==> src/rtl/dvs_aer_rx_param.sv <==
// DVS camera AER receiver: synchronizes the asynchronous AER bus, runs the 4-phase
// REQ/ACK handshake and queues timestamped {x, y, ts, pol} events in a show-ahead FIFO.
module dvs_aer_rx_param #(
  parameter int AER_BITS     = 10,
  parameter int X_BITS       = 9,
  parameter int Y_BITS       = 8,
  parameter int TS_BITS      = 32,
  parameter int TS_DIV       = 10,
  parameter int SETUP_CYCLES = 3,
  parameter int SYNC_STAGES  = 2,
  parameter int FIFO_DEPTH   = 8
) (
  input  logic                          clk,
  input  logic                          rst,
  input  logic [AER_BITS-1:0]           aer,
  input  logic                          xsel,
  input  logic                          req,
  output logic                          ack,
  input  logic                          cfg_drop_on_full,
  output logic                          ev_valid,
  input  logic                          ev_ready,
  output logic [X_BITS-1:0]             ev_x,
  output logic [Y_BITS-1:0]             ev_y,
  output logic [TS_BITS-1:0]            ev_ts,
  output logic                          ev_pol,
  output logic [$clog2(FIFO_DEPTH):0]   fifo_level,
  output logic [15:0]                   drop_count
);

  localparam int SW    = AER_BITS + 2;
  localparam int PTR_W = $clog2(FIFO_DEPTH);
  localparam int LVL_W = PTR_W + 1;
  localparam int PS_W  = (TS_DIV > 1) ? $clog2(TS_DIV) : 1;
  localparam int CNT_W = (SETUP_CYCLES > 0) ? $clog2(SETUP_CYCLES + 1) : 1;
  localparam int EV_W  = X_BITS + Y_BITS + TS_BITS + 1;

  typedef enum logic [1:0] {IDLE, SETUP, ACK} state_t;

  // Handshake: the camera holds aer/xsel stable from req rise until it sees ack;
  // ack stays high until the synced req falls. Consumer side: pop on ev_valid & ev_ready.

  logic [SYNC_STAGES-1:0][SW-1:0] sync_q, sync_d;
  logic                           req_s, xsel_s;
  logic [AER_BITS-1:0]            aer_s;

  state_t               state_q, state_d;
  logic [CNT_W-1:0]     cnt_q, cnt_d;
  logic [PS_W-1:0]      ps_q, ps_d;
  logic [TS_BITS-1:0]   us_q, us_d;
  logic [Y_BITS-1:0]    y_q, y_d;
  logic [TS_BITS-1:0]   ts_q, ts_d;
  logic [15:0]          drop_q, drop_d;
  logic [PTR_W-1:0]     wr_ptr_q, wr_ptr_d, rd_ptr_q, rd_ptr_d;
  logic [LVL_W-1:0]     level_q, level_d;
  logic [EV_W-1:0]      mem_q [FIFO_DEPTH];
  logic [EV_W-1:0]      push_data, head;
  logic                 push, pop, full;

  // req, xsel and aer share one chain so they emerge on the same cycle.
  always_comb begin
    sync_d = {sync_q[SYNC_STAGES-2:0], {req, xsel, aer}};
  end
  assign {req_s, xsel_s, aer_s} = sync_q[SYNC_STAGES-1];

  always_comb begin
    ps_d = ps_q + PS_W'(1);
    us_d = us_q;
    if (ps_q == PS_W'(TS_DIV - 1)) begin
      ps_d = '0;
      us_d = us_q + TS_BITS'(1);
    end
  end

  assign full      = (level_q == LVL_W'(FIFO_DEPTH));
  assign push_data = {aer_s[X_BITS:1], y_q, ts_q, aer_s[0]};

  always_comb begin
    state_d = state_q;
    cnt_d   = cnt_q;
    y_d     = y_q;
    ts_d    = ts_q;
    drop_d  = drop_q;
    push    = 1'b0;
    case (state_q)
      IDLE: begin
        if (req_s) begin
          state_d = SETUP;
          cnt_d   = CNT_W'(SETUP_CYCLES);
        end
      end
      SETUP: begin
        if (cnt_q != '0) begin
          cnt_d = cnt_q - CNT_W'(1);
        end else if (!xsel_s) begin
          y_d     = aer_s[Y_BITS-1:0];
          ts_d    = us_q;
          state_d = ACK;
        end else if (!full) begin
          push    = 1'b1;
          state_d = ACK;
        end else if (cfg_drop_on_full) begin
          if (drop_q != 16'hFFFF) drop_d = drop_q + 16'd1;
          state_d = ACK;
        end
        // Full in stall mode: hold here with ack low until space appears.
      end
      ACK: begin
        if (!req_s) state_d = IDLE;
      end
      default: state_d = IDLE;
    endcase
  end

  assign ev_valid = (level_q != '0);
  assign pop      = ev_valid & ev_ready;

  always_comb begin
    wr_ptr_d = wr_ptr_q + PTR_W'(push);
    rd_ptr_d = rd_ptr_q + PTR_W'(pop);
    level_d  = level_q + LVL_W'(push) - LVL_W'(pop);
  end

  always_ff @(posedge clk or posedge rst) begin
    if (rst) begin
      sync_q   <= '0;
      state_q  <= IDLE;
      cnt_q    <= '0;
      ps_q     <= '0;
      us_q     <= '0;
      y_q      <= '0;
      ts_q     <= '0;
      drop_q   <= '0;
      wr_ptr_q <= '0;
      rd_ptr_q <= '0;
      level_q  <= '0;
    end else begin
      sync_q   <= sync_d;
      state_q  <= state_d;
      cnt_q    <= cnt_d;
      ps_q     <= ps_d;
      us_q     <= us_d;
      y_q      <= y_d;
      ts_q     <= ts_d;
      drop_q   <= drop_d;
      wr_ptr_q <= wr_ptr_d;
      rd_ptr_q <= rd_ptr_d;
      level_q  <= level_d;
    end
  end

  always_ff @(posedge clk) begin
    if (push) mem_q[wr_ptr_q] <= push_data;
  end

  // Outputs read zero whenever the FIFO is empty, so stale entries never leak out.
  always_comb begin
    head = ev_valid ? mem_q[rd_ptr_q] : '0;
  end

  assign {ev_x, ev_y, ev_ts, ev_pol} = head;
  assign ack        = (state_q == ACK);
  assign fifo_level = level_q;
  assign drop_count = drop_q;

endmodule

==> config.mk <==
export PLATFORM = sky130hd
export DESIGN_NAME = dvs_aer_rx_param
export DESIGN_NICKNAME = d
export VERILOG_FILES = /design/src/rtl/dvs_aer_rx_param.sv
export SDC_FILE = /design/constraint.sdc
export NUM_CORES = 1
export LEC_CHECK = 0
export BUFFER_PORTS_ARGS = -buffer_cell sky130_fd_sc_hd__buf_4
export CAP_MARGIN = 20
export CORE_MARGIN = 1
export CORE_UTILIZATION = 45
export DETAILED_ROUTE_END_ITERATION = 6
export HOLD_SLACK_MARGIN = 0.02
export PLACE_DENSITY = 0.6
export SLEW_MARGIN = 5
export SYNTH_ARGS = -nofsm -noshare
export SYNTH_HDL_FRONTEND = slang
export SYNTH_SLANG_ARGS = --single-unit
==> constraint.sdc <==
create_clock -name clk -period 12.25 [get_ports clk]
set_clock_uncertainty 0.05 [all_clocks]
set_input_delay 2.45 -clock clk [delete_from_list [all_inputs] [get_ports clk]]
set_output_delay 2.45 -clock clk [all_outputs]
set_load 0.01 [all_outputs]
## Yosys cells after proc, flatten, opt, wreduce, memory -nomap -nowiden

Memory sizes are Yosys's and may differ from the RTL's.
Cells that the tools add are included.

| operators by class | value |
|---|---|
| $add $sub $neg | 8 |
| eq/ne operators | 10 |
| multiplexer cells | 18 |
| bitwise gates (word level) | 3 |
| reduce and logical (&&, ||, !) cells | 8 |

Operator list:

| operator | count |
|---|---|
| 50-bit 2-to-1 mux | 1 |
| 32-bit by 1-bit adder with 32-bit output (second input constant) | 1 |
| 16-bit by 1-bit adder with 16-bit output (second input constant) | 1 |
| 2-bit 2-to-1 mux | 8 |
| 16-bit inequality test (second input constant) | 1 |
| 4-bit == test (second input constant) | 2 |
| 2-bit inequality test (second input constant) | 4 |
| 3-bit by 1-bit adder with 3-bit output | 2 |
| 1-bit 2-to-1 mux | 6 |
| 2-bit case mux with 3 select lines | 1 |
| 3-bit AND reduction | 2 |
| 6-bit AND reduction | 1 |
| 4-bit by 1-bit adder with 4-bit output | 1 |
| 4-bit by 1-bit adder with 4-bit output (second input constant) | 1 |
| 4-bit 2-to-1 mux | 1 |
| 4-bit inequality test (second input constant) | 1 |
| 2-bit case mux with 2 select lines | 1 |
| 4-bit AND reduction | 1 |
| 2-bit nonzero test | 2 |
| 4-bit nonzero test | 1 |
| 4-bit by 1-bit subtractor with 4-bit output | 1 |
| 2-bit by 1-bit == test with 1-bit output (second input constant) | 1 |
| 2-bit == test (second input constant) | 1 |
| 2-bit zero test | 1 |
| other kinds (3) | 4 |

| word-level totals | value |
|---|---|
| register bits | 130 |
| memory bits (writable) | 400 |
| bits of input ports | 16 |
| output and inout port bits | 72 |
| memories kept | 1 |

Memory list:

| memory | depth | bits a word | read ports | clocked after Yosys merged registers in | write ports | line | text |
|---|---|---|---|---|---|---|---|
| mem_q | 8 | 50 | 1 | 0 | 1 | 55 | `logic [EV_W-1:0] mem_q [FIFO_DEPTH];` |

## Logic depth before layout (Yosys ltp)

Gate-level depths: netlist (run 1).

| depth | value |
|---|---|
| depth after elaboration | 7 |
| mapped depth | 12 |
| gate-level depth less buffers | 11 |

## Worst setup path before layout (run 1)

No wires, ideal clock.

| timing | value |
|---|---|
| path type | reg2reg |
| from | register cnt_q[0] |
| to | memory mem_q[0][0] (netlist name) (enable) |
| setup time | 0.519 ns |
| data arrival time | 4.713 ns |
| slack | 6.968 ns |
| cell stages (with the launch flop) | 7 |
| clock period less this slack | 5.282 ns |
| cell sequence | dfrtp_1 -> inv_1 -> ha_1 -> and4b_1 -> a21boi_1 -> nand2b_1 -> nor3_1 |

| on the way | value |
|---|---|
| cells in the longest elaborated chain, start to end | 5 |

RTL lines:

| item | line | text |
|---|---|---|
| start, declared | 47 | `logic [CNT_W-1:0] cnt_q, cnt_d;` |
| start signal, assigned | 139 | `cnt_q <= cnt_d;` |
| 2-bit nonzero test | 92 | `if (cnt_q != '0) begin` |
| 1-bit 2-to-1 mux | 92 |  |
| 1-bit 2-to-1 mux | 84 | `case (state_q)` |
| 1-bit 2-to-1 mux | 152 | `if (push) mem_q[wr_ptr_q] <= push_data;` |
| 1-bit 2-to-1 mux (implied by the code) | 152 |  |
| end, declared | 55 |  |

Every way passes these cells.

## Worst setup path in the final report (run 1)

| timing | value |
|---|---|
| from | register rd_ptr_q[0] |
| to | output port ev_ts[8] |

| on the way | value |
|---|---|
| cells in the longest elaborated chain, start to end | 2 |

RTL lines:

| item | line | text |
|---|---|---|
| start, declared | 53 | `logic [PTR_W-1:0] wr_ptr_q, wr_ptr_d, rd_ptr_q, rd_ptr_d;` |
| start signal, assigned | 146 | `rd_ptr_q <= rd_ptr_d;` |
| memory 8 x 50 bit | n/a |  |
| 50-bit 2-to-1 mux | 157 | `head = ev_valid ? mem_q[rd_ptr_q] : '0;` |
| end, declared | 24 | `output logic [TS_BITS-1:0] ev_ts,` |

Every way passes these cells.

==> flow_summary.yaml, run 1 <==
sta:
  maxSlewHeadroom_pct: 33.2
  max_freq_mhz: 160
  period_minus_slack_ns: 6.23
  finalSetupTns_ns: 0
  fin_crit_sh_pct: 50.9
  slew_viol_final: 0
  worst_pin_slew_ns: 0.996
  setup_viol: 0
  finalHoldViolCount: 0
  holdWs_ns: 0.264
  rsz0062_at_grt: "false"
finish:
  fin_nets: 1189
  final_common_cell: "edfxtp_1"
  layout-drive-gt1-share_pct: 28.7
  area_growth_pct: 15.7
  fin_util_pct: 53.0
  num_antenna_cells: 0
  final_cell_mix: "edfxtp_1, dfrtp_1, buf_4"
logic_synthesis:
  async_flop_share_pct: 24.5
  synthFlopType: "edfxtp_1"
  synth_fp_nets: 1071
  synth.ff_latch_count: 530
  synthCells: 1041
  synth_edf_count: 400
  seq_area_frac_synth_pct: 74.8
  yosysWarnings: 0
  synthesis.area_um2: 20400
  synth_cell_types: 44
  syn_area_per_cell_um2: 19.6
grt:
  grt.total_usage_pct: 17.7
  grt.overflow.total: 0
  grt_pass1_wl_mm: 61.6
  grt_start_max_net_pins: 84
  grt_pass1_vias: 10300
  antenna_found_initial: 0
worst_setup_path:
  worstPathRequired_ns: 9.75
  crit_top_cell: "buf_4"
  r2r_slack_ns: 8.77
  critPathKind: "flop to output port"
  arrival_ns: 3.73
  slowest_delay_ns: 0.62
  slowest_stage: "buf_4"
  end_kind: "output port"
  path_cells: "buf_4 -> buf_16 -> buf_4 -> mux4_2 -> mux2i_1 -> nor2_1 -> buf_4"
  crit_buf_inv: 4
  start_kind: "flop"
  worstPathMaxFanout: 34
  critical_path.top_delay_family: "buffers and inverters"
clock_network:
  cts_max_level: 2
  clk_latency_ns: 0.61
  ctsHoldBuffers: 0
  cts_tree: "done"
  post-cts-setup-buffers: 0
  clkSinkCount: 530
  cts-root-buf: "clkbuf_16"
  clk_path_buf_depth: 3
  clkTransAtPathRegs_ns: 0.06
  cts_inserted_buffers: 54
  cts_resized: 0
detailed_routing:
  drc: 0
  drt-initial-drc-count: 656
  routedWlPerCell_um: 21.9
  dr.pass1.iters: 5
  wirelength_mm: 39.3
  vias: 9693
  drtAntennaViolNets: 0
  viasPerCell: 5.40
floorplanning:
  die_h_um: 215
  initial_utilization_pct: 45.9
  fp-row-count: 77
  ios: 88
  die_w_um: 215
  die_area_um2: 46200
  core_area_um2: 44500
flow_run:
  max_cap_violations: 0
placed_design:
  dp_hpwl_mm: 20.2
  placement.io_buffers: 87
  gp_congestion: 0.724
outcome:
  outcome: "finished clean"
pwr:
  powerDensity_nw_per_um2: 207
  peakVddDrop_v: 0.000141
  cellLeakagePower_nw: 8.89
min_path:
  hold_path_class: "flop to flop"
==> cells in the mapped netlist, types with 5 or more instances <==
library cell	instances	area, µm²
clkbuf_1	19	71.3
nor3_1	11	55.1
mux4_2	100	2250
nand2_1	20	75.1
mux2i_1	52	521
xnor2_1	28	245
edfxtp_1	400	12000
dfrtp_1	130	3250
buf_2	16	80.1
ha_1	13	163
xor2_1	20	175
nor2_1	72	270
buf_1	6	22.5
mux2_2	45	507
nand3_1	18	90.1
inv_1	19	71.3
nand4_1	19	119
and3_1	5	31.3
==> cells by family after synthesis <==
group | count (synthesis) | synth area share, %
DFF | 530 | 74.8
muxes | 197 | 16.1
and+or+nand+nor | 180 | 4.59
buffers and inverters | 60 | 1.20
xor gates and xnor gates | 48 | 2.06
adders and majority gates | 14 | 0.895
AOI/OAI and AO/OA | 12 | 0.399
==> per-layer routing <==
metal	vias to the layer above	GRT usage [%]	share of wire (%)
li1	4333	-	-
met1	5127	24.6	46
met2	179	28.7	49
met3	54	3.26	4.1
met4	0	4.52	1.6
met5	-	0	0
==> through the flow <==
stage | area [µm²] | power (mW) | std cells | worst slack [ns]
2_1_floorplan | 20400 | 2.91 | 1041 | 6.28
3_3_place_gp | 21800 | 3.33 | 1694 | 6.28
3_5_place_dp | 21800 | 3.35 | 1695 | 6.46
4_1_cts | 23600 | 4.97 | 1796 | 5.83
5_1_grt | 23600 | 5.12 | 1796 | 5.65
6_report | 23600 | 4.89 | 1796 | 6.02
==> worst register-to-register path, stage by stage, from the launching register on <==
cell      delay (ns)
dfrtp_1         0.40
inv_1           0.07
ha_1            0.27
and4b_1         0.29
a21boi_1        0.35
nand2b_1        0.29
nor2_4          0.77
buf_4           0.60
==> final timing paths <==
path,cells past startpoint,startpoint,end
max,7,rd_ptr_q[0],ev_ts[8]
min,0,sync_d[21],aer_s[9]
max reg2reg,7,cnt_q[0],mem_q[2][7]
min reg2reg,0,sync_d[21],aer_s[9]
max in group asynchronous,3,rst,rd_ptr_q[0]
min in group asynchronous,2,rst,drop_count[2]
==> registers in the layout, summed over array words and instances, names as in the netlist, 2 cells and up <==
register    cells
ts_q           32
rd_ptr_q        3
fifo_level      4
state_q         2
sync_d         12
cnt_q           2
drop_count     16
ps_q            4
us_q           32
y_q             8
mem_q         400
aer_s          10
wr_ptr_q        3
==> cell type report <==
| cell class | instances | area, µm² |
|---|---|---|
| tap | 592 | 741 |
| timing repair buffer | 103 | 793 |
| multi-input combinational | 451 | 4960 |
| inverter | 19 | 76.3 |
| clock inverter | 22 | 246 |
| sequential | 530 | 15300 |
| fill | 3549 | 20900 |
| clock buffer | 79 | 1520 |
==> where the power goes <==
part           total [mW]  switching, mW  internal (mW)
logic                1.10          0.536          0.564
clock network        1.61          0.666          0.943
registers            2.19          0.136           2.05
total                4.89           1.34           3.56
No activity file was read; power rests on OpenSTA's default activity.
==> run 2: changes to the inputs <==
==> constraint.sdc (replaced) <==
create_clock -name clk -period 6.3 [get_ports clk]
set_clock_uncertainty 0.05 [all_clocks]
set_input_delay 1.26 -clock clk [delete_from_list [all_inputs] [get_ports clk]]
set_output_delay 1.26 -clock clk [all_outputs]
set_load 0.01 [all_outputs]
==> run 2 against run 1 <==
  * Sequential power rose by 97%
  * Non-clock buffer count rose by 1
  * Sequential share of layout area rose by 0.12 points
  * Largest cell class unchanged
  * Critical path depth fell by 2
==> flow_summary.yaml, run 2 (synthesized netlist as in run 1, its figures left out) <==
worst_setup_path:
  slowest_stage: "dfrtp_4"
  cp-endpoint: "ev_ts[1]"
  path_cells: "buf_4 -> mux4_2 -> mux2i_1 -> nor2_1 -> buf_4"
  worstPathRequired_ns: 4.99
  rr_worst_depth: 7
  crit_cells: 5
  startpoint: "rd_ptr_q[0]"
  start_kind: "flop"
  reg2reg_to: "mem_q[3][3]"
  crit_top_cell: "buf_4"
  worstPathMaxFanout: 39
  crit_buf_inv: 2
  critical_path.top_delay_family: "flip-flops"
  end_kind: "output port"
  arrival_ns: 3.08
  slowest_delay_ns: 0.97
  r2r_slack_ns: 2.90
  critPathKind: "flop to output port"
  r2r_start: "cnt_q[1]"
clock_network:
  clk_path_buf_depth: 3
  clk_latency_ns: 0.60
  cts_inserted_buffers: 55
  cts_tree: "done"
  cts_resized: 0
  post-cts-setup-buffers: 0
  ctsHoldBuffers: 0
  clkSinkCount: 530
  cts_max_level: 2
  clkTransAtPathRegs_ns: 0.06
  cts-root-buf: "clkbuf_16"
pwr:
  sw_frac_of_total_pct: 27.5
  peakVddDrop_v: 0.000247
  p_int_mw: 6.82
  powerDensity_nw_per_um2: 399
  cellLeakagePower_nw: 8.87
  p_sw_mw: 2.59
  p_comb_share_pct: 21.8
  seq_power_share_pct: 45.9
  clockPowerShare_pct: 32.3
  totalPowerFinal_mw: 9.40
sta:
  worst_pin_slew_ns: 1.05
  fin_crit_sh_pct: 69.7
  rsz0062_at_grt: "false"
  period_minus_slack_ns: 4.39
  finalSetupTns_ns: 0
  holdWs_ns: 0.296
  finalHoldViolCount: 0
  max_freq_mhz: 228
  slew_viol_final: 0
  setup_viol: 0
  maxSlewHeadroom_pct: 30.2
min_path:
  hold_path_class: "flop to flop"
detailed_routing:
  drc: 0
  drtAntennaViolNets: 0
  drt-initial-drc-count: 606
  routedWlPerCell_um: 21.4
  viasPerCell: 5.38
  vias: 9691
  dr.pass1.iters: 7
  wirelength_mm: 38.6
grt:
  grt_start_max_net_pins: 93
  grt_pass1_vias: 10300
  grt.total_usage_pct: 17.3
  grt.overflow.total: 0
  grt_pass1_wl_mm: 60.6
  antenna_found_initial: 0
placed_design:
  place_inst: 1696
  dp_hpwl_mm: 20.2
  placement.io_buffers: 87
  gp_congestion: 0.736
finish:
  largest_register_ffs: 400
  top_regs: "mem_q x400, ts_q x32, us_q x32"
  fin_util_pct: 52.9
  regMostFlops: "mem_q"
  fin_cells: 1800
  fillers: 3537
  fin_nets: 1191
  area_growth_pct: 15.4
  num_antenna_cells: 0
  final_cell_mix: "edfxtp_1, dfrtp_1, buf_4"
  final_common_cell: "edfxtp_1"
  layout-drive-gt1-share_pct: 28.3
flow_run:
  max_cap_violations: 0
floorplanning:
  die_h_um: 215
  ios: 88
  die_area_um2: 46200
  die_w_um: 215
  core_area_um2: 44500
  fp-row-count: 77
  initial_utilization_pct: 45.9
outcome:
  outcome: "finished clean"
==> run 2: cell count changes in the layout (fill, tap and decap cells not counted), moves of 2 or more <==
cell / previous run / this run
bufinv_16: 4 / 2
clkbuf_1: 18 / 27
clkbuf_8: 7 / 3
clkinv_1: 7 / 5
clkinv_2: 6 / 8
==> run 2: layer usage <==
layer | wire, µm | track usage, % | vias to the layer above
met2 | 18800 | 28.5 | 191
met5 | 0 | 0 | -
met3 | 1660 | 2.85 | 54
met1 | 17400 | 24.0 | 5103
met4 | 729 | 5.10 | 0
li1 | - | - | 4343
==> run 2: power groups by stage <==
stage,logic (mW),clock network (mW),registers (mW)
6_report,2.05,3.04,4.32
5_1_grt,2.22,3.26,4.36
2_1_floorplan,1.50,0,4.16
4_1_cts,2.10,3.12,4.33
3_5_place_dp,2.10,0,4.39
3_3_place_gp,2.08,0,4.39
==> run 2: worst min path at each step <==
stage	from	end	slack, ns	cells after the start
6_report	sync_d[14]	aer_s[2]	0.30	0
5_1_grt	sync_d[12]	aer_s[0]	0.30	0
3_3_place_gp	sync_d[22]	sync_q[22]	0.28	0
3_5_place_dp	sync_d[14]	aer_s[2]	0.28	0
2_1_floorplan	sync_d[12]	aer_s[0]	0.28	0
4_1_cts	sync_d[14]	aer_s[2]	0.30	0
==> run 2: final cells by class <==
type / instances / area [µm²] / share of cell area, %
tap: 592 / 741 / 3.14
multi-input combinational: 451 / 4960 / 21.0
clock buffer: 85 / 1520 / 6.45
sequential: 530 / 15300 / 64.8
timing repair buffer: 104 / 813 / 3.45
inverter: 19 / 76.3 / 0.324
clock inverter: 19 / 179 / 0.759
==> run 2: per-stage QoR <==
step	instance area (µm²)	worst slack, ns
after floorplan	20400	1.02
after global placement	21800	2.45
after detailed placement	21900	2.46
after CTS	23600	1.79
after global routing	23600	1.66
final	23600	1.91
==> run 3: changes to the inputs <==
==> constraint.sdc (replaced) <==
create_clock -name clk -period 4.2 [get_ports clk]
set_clock_uncertainty 0.05 [all_clocks]
set_input_delay 0.84 -clock clk [delete_from_list [all_inputs] [get_ports clk]]
set_output_delay 0.84 -clock clk [all_outputs]
set_load 0.01 [all_outputs]
==> run 3 against run 2 <==
  * Power is 55% higher
  * Global-route usage is 0.57 points higher
  * Worst hold slack better by 0.0012 ns
  * Non-clock buffer count is 9 higher
  * Via count hardly changed
  * Combinational power is 60% higher
  * Sequential cell count stayed put
  * First-iteration DRC count is 15% higher
  * Largest cell class unchanged
  * Final area is 1.3% higher
  * Die area stayed put
  * Sequential power is 48% higher
  * Wire length is 3.9% higher
==> flow_summary.yaml, run 3 (synthesized netlist as in run 1, its figures left out) <==
outcome:
  outcome: "finished clean"
pwr:
  seq_power_share_pct: 44.0
  cellLeakagePower_nw: 9.00
  sw_frac_of_total_pct: 27.1
  totalPowerFinal_mw: 14.5
  peakVddDrop_v: 0.000471
  p_sw_mw: 3.95
  p_int_mw: 10.6
  clockPowerShare_pct: 33.5
  p_comb_share_pct: 22.5
  powerDensity_nw_per_um2: 610
flow_run:
  max_cap_violations: 0
finish:
  regMostFlops: "mem_q"
  area_growth_pct: 16.9
  fin_util_pct: 53.6
  ff_latch_area_um2: 15300
  final_common_cell: "edfxtp_1"
  design_area_um2: 23900
  final_cell_mix: "edfxtp_1, dfrtp_1, buf_4"
  largest_register_ffs: 400
  num_antenna_cells: 0
  fin_cells: 1806
  top_regs: "mem_q x400, ts_q x32, us_q x32"
  fin_nets: 1199
  layout-drive-gt1-share_pct: 29.7
  multi_input_area_um2: 4970
  fillers: 3515
placed_design:
  dp_hpwl_mm: 21.7
  placement.io_buffers: 87
  post_dp_cell_area_um2: 22000
  place_inst: 1705
  gp_congestion: 0.730
  dp_slack_ns: 1.26
clock_network:
  clk_path_buf_depth: 3
  cts-root-buf: "clkbuf_16"
  cts_resized: 0
  clk_latency_ns: 0.59
  cts_inserted_buffers: 54
  cts_tree: "done"
  cts_max_level: 2
  clkTransAtPathRegs_ns: 0.06
  clkSinkCount: 530
  ctsHoldBuffers: 0
  post-cts-setup-buffers: 0
worst_setup_path:
  reg2reg_to: "mem_q[7][9]"
  worstPathMaxFanout: 25
  startpoint: "rd_ptr_q[1]"
  critPathKind: "flop to output port"
  worstPathRequired_ns: 3.31
  start_kind: "flop"
  path_cells: "buf_4 -> mux4_2 -> mux2i_1 -> nor2_1 -> buf_4"
  slowest_delay_ns: 0.72
  crit_top_cell: "buf_4"
  rr_worst_depth: 7
  end_kind: "output port"
  r2r_start: "cnt_q[0]"
  slowest_stage: "dfrtp_4"
  r2r_slack_ns: 1.32
  arrival_ns: 2.61
min_path:
  hold_path_class: "flop to flop"
  holdPathStages: 0
  min_to: "aer_s[3]"
  worstHoldStart: "sync_d[15]"
detailed_routing:
  dr.pass1.iters: 5
  drc: 0
  drt-initial-drc-count: 696
  vias: 9694
  routedWlPerCell_um: 22.2
  wirelength_mm: 40.1
  drtAntennaViolNets: 0
  viasPerCell: 5.37
sta:
  fin_crit_sh_pct: 83.3
  finalHoldViolCount: 0
  timing.final.ws_setup_ns: 0.700
  slew_viol_final: 0
  setup_viol: 0
  worst_pin_slew_ns: 1.00
  max_freq_mhz: 286
  holdWs_ns: 0.297
  finalSetupTns_ns: 0
  period_minus_slack_ns: 3.50
  rsz0062_at_grt: "false"
  maxSlewHeadroom_pct: 32.9
floorplanning:
  die_area_um2: 46200
  ios: 88
  initial_utilization_pct: 45.9
  die_w_um: 215
  core_area_um2: 44500
  fp-row-count: 77
  die_h_um: 215
grt:
  grt_pass1_vias: 10300
  grt_pass1_wl_mm: 62.4
  antenna_found_initial: 0
  grt.total_usage_pct: 17.9
  grt_start_max_net_pins: 131
  grt.overflow.total: 0
==> run 3: final cells by class <==
| cell class | instances | share of cell area [%] |
|---|---|---|
| clock buffer | 83 | 6.71 |
| clock inverter | 18 | 0.981 |
| inverter | 19 | 0.315 |
| multi-input combinational | 451 | 20.8 |
| sequential | 530 | 64.0 |
| tap | 592 | 3.10 |
| timing repair buffer | 113 | 4.03 |
==> run 3: worst max-delay path by stage <==
| stage | to | slack (ns) | depth (start not counted) |
|---|---|---|---|
| floorplan | mem_q[4][0] | 0.26 | 6 |
| global placement | ev_ts[29] | 1.27 | 5 |
| detailed placement | mem_q[7][2] | 1.26 | 7 |
| CTS | ev_y[7] | 0.63 | 5 |
| global route | ev_y[7] | 0.54 | 5 |
| finish | ev_ts[29] | 0.70 | 5 |
==> run 3: routing by layer <==
metal | global-route usage, % | up-vias | part of all wire [%]
met5 | 0 | - | 0
met4 | 4.98 | 0 | 1.9
met3 | 3.20 | 59 | 4.2
met2 | 28.9 | 187 | 48
met1 | 25.2 | 5086 | 46
li1 | - | 4362 | -
==> run 3: power groups by stage <==
stage	combinational (mW)	clock, mW	sequential [mW]
2_1_floorplan	2.26	0	6.23
3_3_place_gp	3.35	0	6.49
3_5_place_dp	3.36	0	6.51
4_1_cts	3.37	4.99	6.40
5_1_grt	3.55	5.17	6.44
6_report	3.28	4.87	6.39
==> run 3: worst max-delay path: cells and delay by family (launching register included) <==
family	cells	cell delay, ns
AND/OR/NAND/NOR	1	0.07
flip-flops	1	0.72
multiplexers	2	0.61
buffers and inverters	2	0.58
